**src/rtl/div8_seq.sv**
```systemverilog
// div8_seq: sequential 8-bit unsigned restoring divider, one quotient bit per cycle.
//   clk          sole clock, rising edge
//   rst_n        asynchronous active-low reset
//   start        request pulse, sampled only in IDLE
//   dividend     unsigned dividend, captured on accepted start
//   divisor      unsigned divisor, captured on accepted start
//   quotient     registered quotient (8'hFF on divide-by-zero)
//   remainder    registered remainder (dividend on divide-by-zero)
//   busy         high during the 8 CALC cycles
//   done         one-cycle result-valid pulse
//   div_by_zero  registered flag, loaded together with the result
module div8_seq (
    input  logic       clk,
    input  logic       rst_n,
    input  logic       start,
    input  logic [7:0] dividend,
    input  logic [7:0] divisor,
    output logic [7:0] quotient,
    output logic [7:0] remainder,
    output logic       busy,
    output logic       done,
    output logic       div_by_zero
);
    typedef enum logic [1:0] {IDLE, CALC, DONE} state_t;
    state_t state, state_nx;
    logic [7:0] a, d;
    logic [6:0] q;
    logic [8:0] rem, shifted, rem_nx;
    logic [9:0] sum;
    logic [2:0] cnt;
    logic       qbit, accept;
    assign accept = state == IDLE && start;
    assign busy   = state == CALC;
    assign done   = state == DONE;
    // rem[8] is always 0 after a step, so prepending it keeps the 10-bit add exact.
    always_comb begin
        shifted = {rem[7:0], a[3'd7 - cnt]};
        sum     = {rem[8], shifted} + {1'b0, ~{1'b0, d}} + 10'd1;
        qbit    = sum[9];
        rem_nx  = qbit ? sum[8:0] : shifted;
    end
    always_comb begin
        state_nx = state == IDLE ? (start ? (divisor == 8'd0 ? DONE : CALC) : IDLE)
                 : state == CALC ? (cnt == 3'd7 ? DONE : CALC)
                 : IDLE;
    end
    always_ff @(posedge clk or negedge rst_n) begin
        if (!rst_n) state <= IDLE;
        else        state <= state_nx;
    end
    always_ff @(posedge clk or negedge rst_n) begin
        if (!rst_n) begin
            a           <= '0;
            d           <= '0;
            q           <= '0;
            rem         <= '0;
            cnt         <= '0;
            quotient    <= '0;
            remainder   <= '0;
            div_by_zero <= 1'b0;
        end else if (accept) begin
            a   <= dividend;
            d   <= divisor;
            q   <= '0;
            rem <= '0;
            cnt <= '0;
            if (divisor == 8'd0) begin
                quotient    <= 8'hFF;
                remainder   <= dividend;
                div_by_zero <= 1'b1;
            end
        end else if (state == CALC) begin
            rem <= rem_nx;
            cnt <= cnt + 3'd1;
            q   <= {q[5:0], qbit};
            if (cnt == 3'd7) begin
                quotient    <= {q, qbit};
                remainder   <= rem_nx[7:0];
                div_by_zero <= 1'b0;
            end
        end
    end
endmodule

```
**config.mk**
```make
export PLATFORM = sky130hd
export DESIGN_NAME = div8_seq
export DESIGN_NICKNAME = d
export VERILOG_FILES = /design/src/rtl/div8_seq.sv
export SDC_FILE = /design/constraint.sdc
export NUM_CORES = 1
export LEC_CHECK = 0
export CAP_MARGIN = 20
export CORE_ASPECT_RATIO = 0.75
export CORE_MARGIN = 2
export CORE_UTILIZATION = 35
export DETAILED_ROUTE_END_ITERATION = 16
export PLACE_DENSITY = 0.64
export SETUP_SLACK_MARGIN = 0.1
export SKIP_CTS_REPAIR_TIMING = 1
export SYNTH_ARGS = -nofsm -noshare
export SYNTH_HDL_FRONTEND = slang
export SYNTH_SLANG_ARGS = --single-unit
```
**constraint.sdc**
```tcl
create_clock -name clk -period 2.7 [get_ports clk]
set_input_delay 0.54 -clock clk [delete_from_list [all_inputs] [get_ports clk]]
set_output_delay 0.54 -clock clk [all_outputs]
set_load 0.02 [all_outputs]
```
==> impl_metrics.py, run 1 <==
metrics = {
    "drt": {
        "wl_per_cell_um": 14.2,
        "routed_wl_um": 6220,
        "routed-via-count": 2183,
        "drtIter0Drc": 115,
        "ant_nets": 0,
        "first_pass_iters": 4,
        "post_drt_via_cell_ratio": 5.00,
        "drc_errors": 0,
    },
    "logic_synthesis": {
        "netlist_top_cells_area": "dfrtp_1, nand2_1, o21ai_0",
        "synth_cell_type_count": 36,
        "synth_top_area_share_pct": 50.0,
        "syn-cell-area_um2": 2700,
        "ys.flop_type": "dfrtp_1",
        "ys_warn_count": 0,
        "synth_async_sr_flop_share_pct": 100,
        "yosys-top-cells-count": "nand2_1, dfrtp_1, o21ai_0, nor2_1, nand3_1",
        "post-synth-top-count-cell": "nand2_1",
        "seq_area_frac_synth_pct": 50.0,
        "postSynthCellCount": 292,
        "yosysTopAreaCell": "dfrtp_1",
        "avgSynthCellArea_um2": 9.25,
        "syn-num-nets": 322,
        "synth_edf_count": 0,
        "synth-seq-cells": 54,
    },
    "setup_path": {
        "crit_start": "cnt[0]",
        "worst_path_max_delay_cell": "mux4_2",
        "cp.arrival_ps": 3030,
        "crit_chain": "mux4_2 -> mux2i_2 -> ha_2 -> buf_4 -> nand2b_4 -> a211oi_2 -> nor2_2 -> xnor2_4 -> mux2_2 -> o221ai_1",
        "reg2reg_to": "remainder[0]",
        "r2r-start": "cnt[0]",
        "ff2ff_path_depth": 10,
        "cpPeakStageDelay_ps": 520,
        "reg2reg_setup_slack_ps": -100,
        "crit_type": "reg -> reg",
        "crit_path_end_kind": "register",
        "cp-endpoint": "remainder[0]",
        "cp.required_ps": 2930,
        "crit_fanout": 8,
        "setup.worst_path.start_class": "register",
    },
    "timing": {
        "rsz0062_at_grt": "true",
        "slew_violations": 0,
        "max-slew-margin-rel_pct": 46.7,
        "tns_ps": -648,
        "post-route-period-util_pct": 104,
        "final_hold_viol_count": 0,
        "worst_pin_slew_ps": 800,
        "max_freq_mhz": 357,
        "fin_crit_ps": 2800,
        "whs_ps": 202,
        "setup_viol": 12,
        "setup_ws_ps": -102,
        "clock_skew_ps": 13.9,
    },
    "layout": {
        "antennaDiodeCount": 0,
        "fillerInstances": 703,
        "fin_cells": 437,
        "synthToLayoutAreaGrowth_pct": 27.8,
        "nNetsFinal": 365,
        "regArea_um2": 1350,
        "drive_gt1_share_pct": 15.5,
        "multi_input_area_um2": 1350,
    },
    "power": {
        "comb_power_share_pct": 63.9,
        "p_per_area_nw_per_um2": 1560,
        "clock_power_share_pct": 8.9,
        "netSwitchingFraction_pct": 43.4,
        "irDropWorstVdd_uv": 551,
        "seqPwrFrac_pct": 27.3,
        "leakage_nw": 1.50,
        "switchingPower_mw": 2.34,
        "p_int_mw": 3.05,
    },
    "grt": {
        "grt_pass1_vias": 2065,
        "track_usage_pct": 15.7,
        "grt_max_degree": 55,
        "antenna_found_initial": 0,
        "grt_overflow": 0,
        "grt_pass1_wl_um": 10400,
    },
    "die": {
        "initial_utilization_pct": 36.5,
        "io_pins": 38,
        "placementRows": 27,
        "die_y_um": 80.1,
        "dieArea_um2": 8440,
        "core_area_um2": 7400,
        "die_width_um": 105,
    },
    "place": {
        "hpwl_um": 4260,
        "gp_congestion": 0.872,
        "port_buffers": 37,
        "dpl.cell_count": 425,
        "post-place-ws_ps": -112,
    },
    "cts": {
        "clockBufferDepth": 2,
        "cts.reportedPaths.clkPinSlew_ps": 110,
        "cts-buffers-inserted": 5,
        "cts_htree_levels": 2,
        "clock_latency_ps": 320,
        "cts_tree": "done",
        "cts.sinks": 54,
        "root_buffer": "clkbuf_8",
    },
    "status": {
        "status": "finished, violations left",
        "violations": "setup timing",
    },
    "min_path": {
        "hold_path.class": "in -> async",
    },
    "run": {
        "max-cap-violations": 0,
    },
}
[power groups by stage]
stage	logic (mW)	clock network [mW]	registers (mW)
after CTS	2.89	0.491	1.46
after floorplan	1.92	0	1.55
after global placement	2.83	0	1.47
final	3.44	0.477	1.47
after global routing	3.80	0.527	1.52
after detailed placement	2.87	0	1.48
[flip-flops by register name (all words and copies together) (netlist names), 2 cells and up]
| register | count |
|---|---|
| state | 2 |
| quotient | 8 |
| d | 8 |
| remainder | 8 |
| cnt | 3 |
| a | 8 |
| rem | 9 |
| q | 7 |
[per-layer routing]
layer | up-vias | wire (um) | global-route usage [%]
met2 | 62 | 2620 | 23.0
met3 | 7 | 382 | 3.25
met1 | 1028 | 3150 | 23.5
met5 | - | 0 | 0
li1 | 1086 | - | -
met4 | 0 | 64 | 4.00
[worst min path at each step]
| stage | start | end | slack (ps) | cells past startpoint |
|---|---|---|---|---|
| final | rst_n | d[7] | 200 | 2 |
| after global routing | rst_n | q[0] | 210 | 2 |
| after global placement | div_by_zero | div_by_zero | 460 | 2 |
| after floorplan | rst_n | a[0] | 240 | 0 |
| after CTS | rst_n | q[0] | 220 | 2 |
| after detailed placement | div_by_zero | div_by_zero | 460 | 2 |
[stage by stage]
step / utilization [%] / total power [mW] / instance area, um2
4_1_cts: 44.9 / 4.84 / 3320
5_1_grt: 46.7 / 5.85 / 3450
2_1_floorplan: - / 3.47 / 2710
3_5_place_dp: 43.6 / 4.35 / 3230
3_3_place_gp: 43.6 / 4.30 / 3230
6_report: 46.7 / 5.39 / 3450
[worst max-delay path, delay by kind of cell (launching register included)]
| kind | cells | cell delay (ps) |
|---|---|---|
| flops | 1 | 410 |
| simple gates | 2 | 320 |
| buf+inv | 1 | 110 |
| compound gates | 2 | 240 |
| mux | 3 | 1130 |
| fa+ha+maj | 1 | 230 |
| xor+xnor | 1 | 260 |
[logic make-up after synthesis]
kind of cell	after synthesis	synth area share, %
XOR/XNOR	7	2.96
buffers and inverters	27	4.08
adder cells (fa/ha/maj)	11	5.37
AO/OA/AOI/OAI	63	14.0
flip-flops	54	50.0
AND/OR/NAND/NOR	120	18.9
multiplexers	10	4.68
[layout make-up]
cell class | instances | share of cell area, %
clock inverter | 3 | 0.725
tap | 101 | 3.66
sequential | 54 | 39.1
timing repair buffer | 52 | 14.3
inverter | 11 | 1.20
multi-input combinational | 211 | 39.0
clock buffer | 5 | 1.99
[layout by cell type, fill, tap and decap left out, types with 2 or more instances in the layout]
cell type,Yosys,layout
or4_1,2,2
buf_4,0,13
mux2i_2,0,4
inv_1,11,10
o221ai_1,2,2
nand2b_1,5,4
nand3_1,15,15
o21ai_1,3,3
nor2_1,19,19
xnor2_1,5,5
o211ai_1,3,3
clkdlybuf4s50_1,0,36
nand2_1,72,71
mux4_2,2,2
a21oi_2,0,4
clkbuf_8,0,5
nor2b_1,2,2
a21oi_1,12,8
dfrtp_1,54,54
a221oi_2,1,4
and2_1,2,2
o21ai_0,28,27
a31oi_1,4,4
mux2i_4,0,2
ha_1,10,9
No activity file was read; power rests on OpenSTA's default activity.
==> run 2: changes to the inputs <==
--- a/config.mk
+++ b/config.mk
@@ -7,7 +7,6 @@
 export LEC_CHECK = 0
 export CAP_MARGIN = 20
 export CORE_ASPECT_RATIO = 0.75
-export CORE_MARGIN = 2
 export CORE_UTILIZATION = 35
 export DETAILED_ROUTE_END_ITERATION = 16
 export PLACE_DENSITY = 0.64
==> run 2 against run 1 <==
Effect of this change: the flow still finishes with violations (setup timing); non-clock buffer count fell by 3; routed wire length grew 2.0%; sequential share of layout area up 0.84 points; register-to-register slack better by 40 ps; final cell count decreased by 0.69%; combinational power decreased by 9.3%; critical path depth up 1; global-route usage is 2.1 points higher; critical path type unchanged; largest cell class unchanged; largest power group unchanged.
==> impl_metrics.py, run 2 (synthesis gave the netlist of run 1 again) <==
metrics = {
    "place": {
        "gp_congestion": 0.836,
        "placed_area_um2": 3230,
        "hpwl_um": 4490,
        "port_buffers": 37,
    },
    "drt": {
        "drtIter0Drc": 63,
        "routed-via-count": 2178,
        "wl_per_cell_um": 14.6,
        "drc_errors": 0,
        "routed_wl_um": 6340,
        "first_pass_iters": 4,
        "post_drt_via_cell_ratio": 5.02,
        "ant_nets": 0,
    },
    "die": {
        "initial_utilization_pct": 36.5,
        "die_width_um": 103,
        "core_area_um2": 7400,
        "placementRows": 27,
        "die_y_um": 78.1,
        "dieArea_um2": 8080,
        "io_pins": 38,
    },
    "power": {
        "p_int_mw": 2.94,
        "irDropWorstVdd_uv": 663,
        "leakage_nw": 1.49,
        "switchingPower_mw": 2.21,
        "seqPwrFrac_pct": 28.6,
        "clock_power_share_pct": 10.8,
        "total_power_mw": 5.15,
        "comb_power_share_pct": 60.7,
        "netSwitchingFraction_pct": 42.9,
        "p_per_area_nw_per_um2": 1520,
    },
    "cts": {
        "cts.reportedPaths.clkPinSlew_ps": 100,
        "root_buffer": "clkbuf_8",
        "clockBufferDepth": 2,
        "clock_latency_ps": 310,
        "cts.sinks": 54,
        "cts_htree_levels": 2,
        "cts_tree": "done",
        "cts-buffers-inserted": 5,
    },
    "setup_path": {
        "crit_fanout": 3,
        "reg2reg_to": "rem[6]",
        "crit_type": "reg -> reg",
        "crit_path_end_kind": "register",
        "cp.required_ps": 2950,
        "setup.worst_path.start_class": "register",
        "r2r-start": "cnt[0]",
        "cp-endpoint": "rem[6]",
        "crit_start": "cnt[0]",
        "ff2ff_path_depth": 11,
        "cp.arrival_ps": 3000,
        "reg2reg_setup_slack_ps": -60,
    },
    "timing": {
        "setup_viol": 6,
        "tns_ps": -209,
        "clock_skew_ps": 9.88,
        "worst_pin_slew_ps": 743,
        "slew_violations": 0,
        "post-route-period-util_pct": 102,
        "final_hold_viol_count": 0,
        "max-slew-margin-rel_pct": 50.5,
        "rsz0062_at_grt": "true",
        "fin_crit_ps": 2760,
        "setup_ws_ps": -58.4,
        "max_freq_mhz": 363,
    },
    "layout": {
        "nNetsFinal": 362,
        "antennaDiodeCount": 0,
        "layout_common_cells": "nand2_1, dfrtp_1, clkdlybuf4s50_1, o21ai_0, nor2_1",
        "regMostFlops": "rem",
        "fin_area_um2": 3380,
        "final_common_cell": "nand2_1",
        "synthToLayoutAreaGrowth_pct": 25.1,
        "largest_reg_flops": 9,
        "final_util_pct": 45.7,
        "fillerInstances": 743,
        "drive_gt1_share_pct": 11.7,
    },
    "grt": {
        "grt_pass1_wl_um": 10900,
        "grt_max_degree": 32,
        "grt_pass1_vias": 2149,
        "antenna_found_initial": 0,
        "grt_overflow": 0,
        "track_usage_pct": 17.8,
    },
    "run": {
        "max-cap-violations": 0,
    },
    "status": {
        "status": "finished, violations left",
        "violations": "setup timing",
    },
    "min_path": {
        "hold_path.class": "in -> async",
    },
}
run 2: cell types whose count changed in the layout (fill, tap and decap cells not counted), moves of 2 or more:
cell	previous run	this run
buf_4	13	10
a21oi_1	8	11
mux2i_4	2	0
clkinv_2	0	2
a221oi_1	1	4
a221oi_2	4	1
a21oi_2	4	1
run 2: area by class of cell:
cell class              instances  area [um2]  share of cell area (%)
flip-flops and latches         54        1350                    40.0
multi-input cells             211        1280                    37.9
repair buffers                 49         472                    14.0
well taps                     101         126                    3.74
clock buffers                   5        68.8                    2.04
inverters                      11        41.3                    1.22
clock inverters                 3        40.0                    1.18
run 2: how the worst min path moves through the flow:
stage,startpoint,endpoint,cells after the start
floorplan,rst_n,a[0],0
global placement,div_by_zero,div_by_zero,2
detailed placement,div_by_zero,div_by_zero,2
CTS,rst_n,d[7],1
global route,rst_n,d[7],1
finish,rst_n,d[6],1
run 2: power groups by stage:
| stage | Sequential (mW) | Clock, mW | Combinational, mW |
|---|---|---|---|
| detailed placement | 1.48 | 0 | 2.89 |
| finish | 1.47 | 0.553 | 3.12 |
| global placement | 1.47 | 0 | 2.83 |
| global route | 1.53 | 0.603 | 3.46 |
| floorplan | 1.55 | 0 | 1.92 |
| CTS | 1.46 | 0.572 | 2.90 |
run 2: through the flow:
step	setup slack, ps	hold WS, ps	instances
final	-58.4	234	434
after global routing	-240	260	434
after CTS	-98.5	253	433
after detailed placement	-102	465	425
after global placement	-27.5	460	425
after floorplan	132	244	292
run 2: per-layer routing:
layer | wire length, um | vias to the layer above | track usage, % | share of wire [%]
met2 | 2710 | 53 | 26.0 | 43
met5 | 0 | - | 0 | 0
met3 | 353 | 2 | 4.63 | 5.6
met4 | 31 | 0 | 3.80 | 0.49
met1 | 3250 | 1056 | 26.3 | 51
li1 | - | 1067 | - | -
run 2: critical path: stages, from the launching register on:
cell and delay, ps:
dfrtp_1 420, mux4_2 530, mux2i_2 200, ha_2 220
inv_2 40, fa_2 370, a211oi_4 250, o21bai_1 90
a21oi_1 180, xnor2_1 140, nand2_1 100, a31oi_1 160
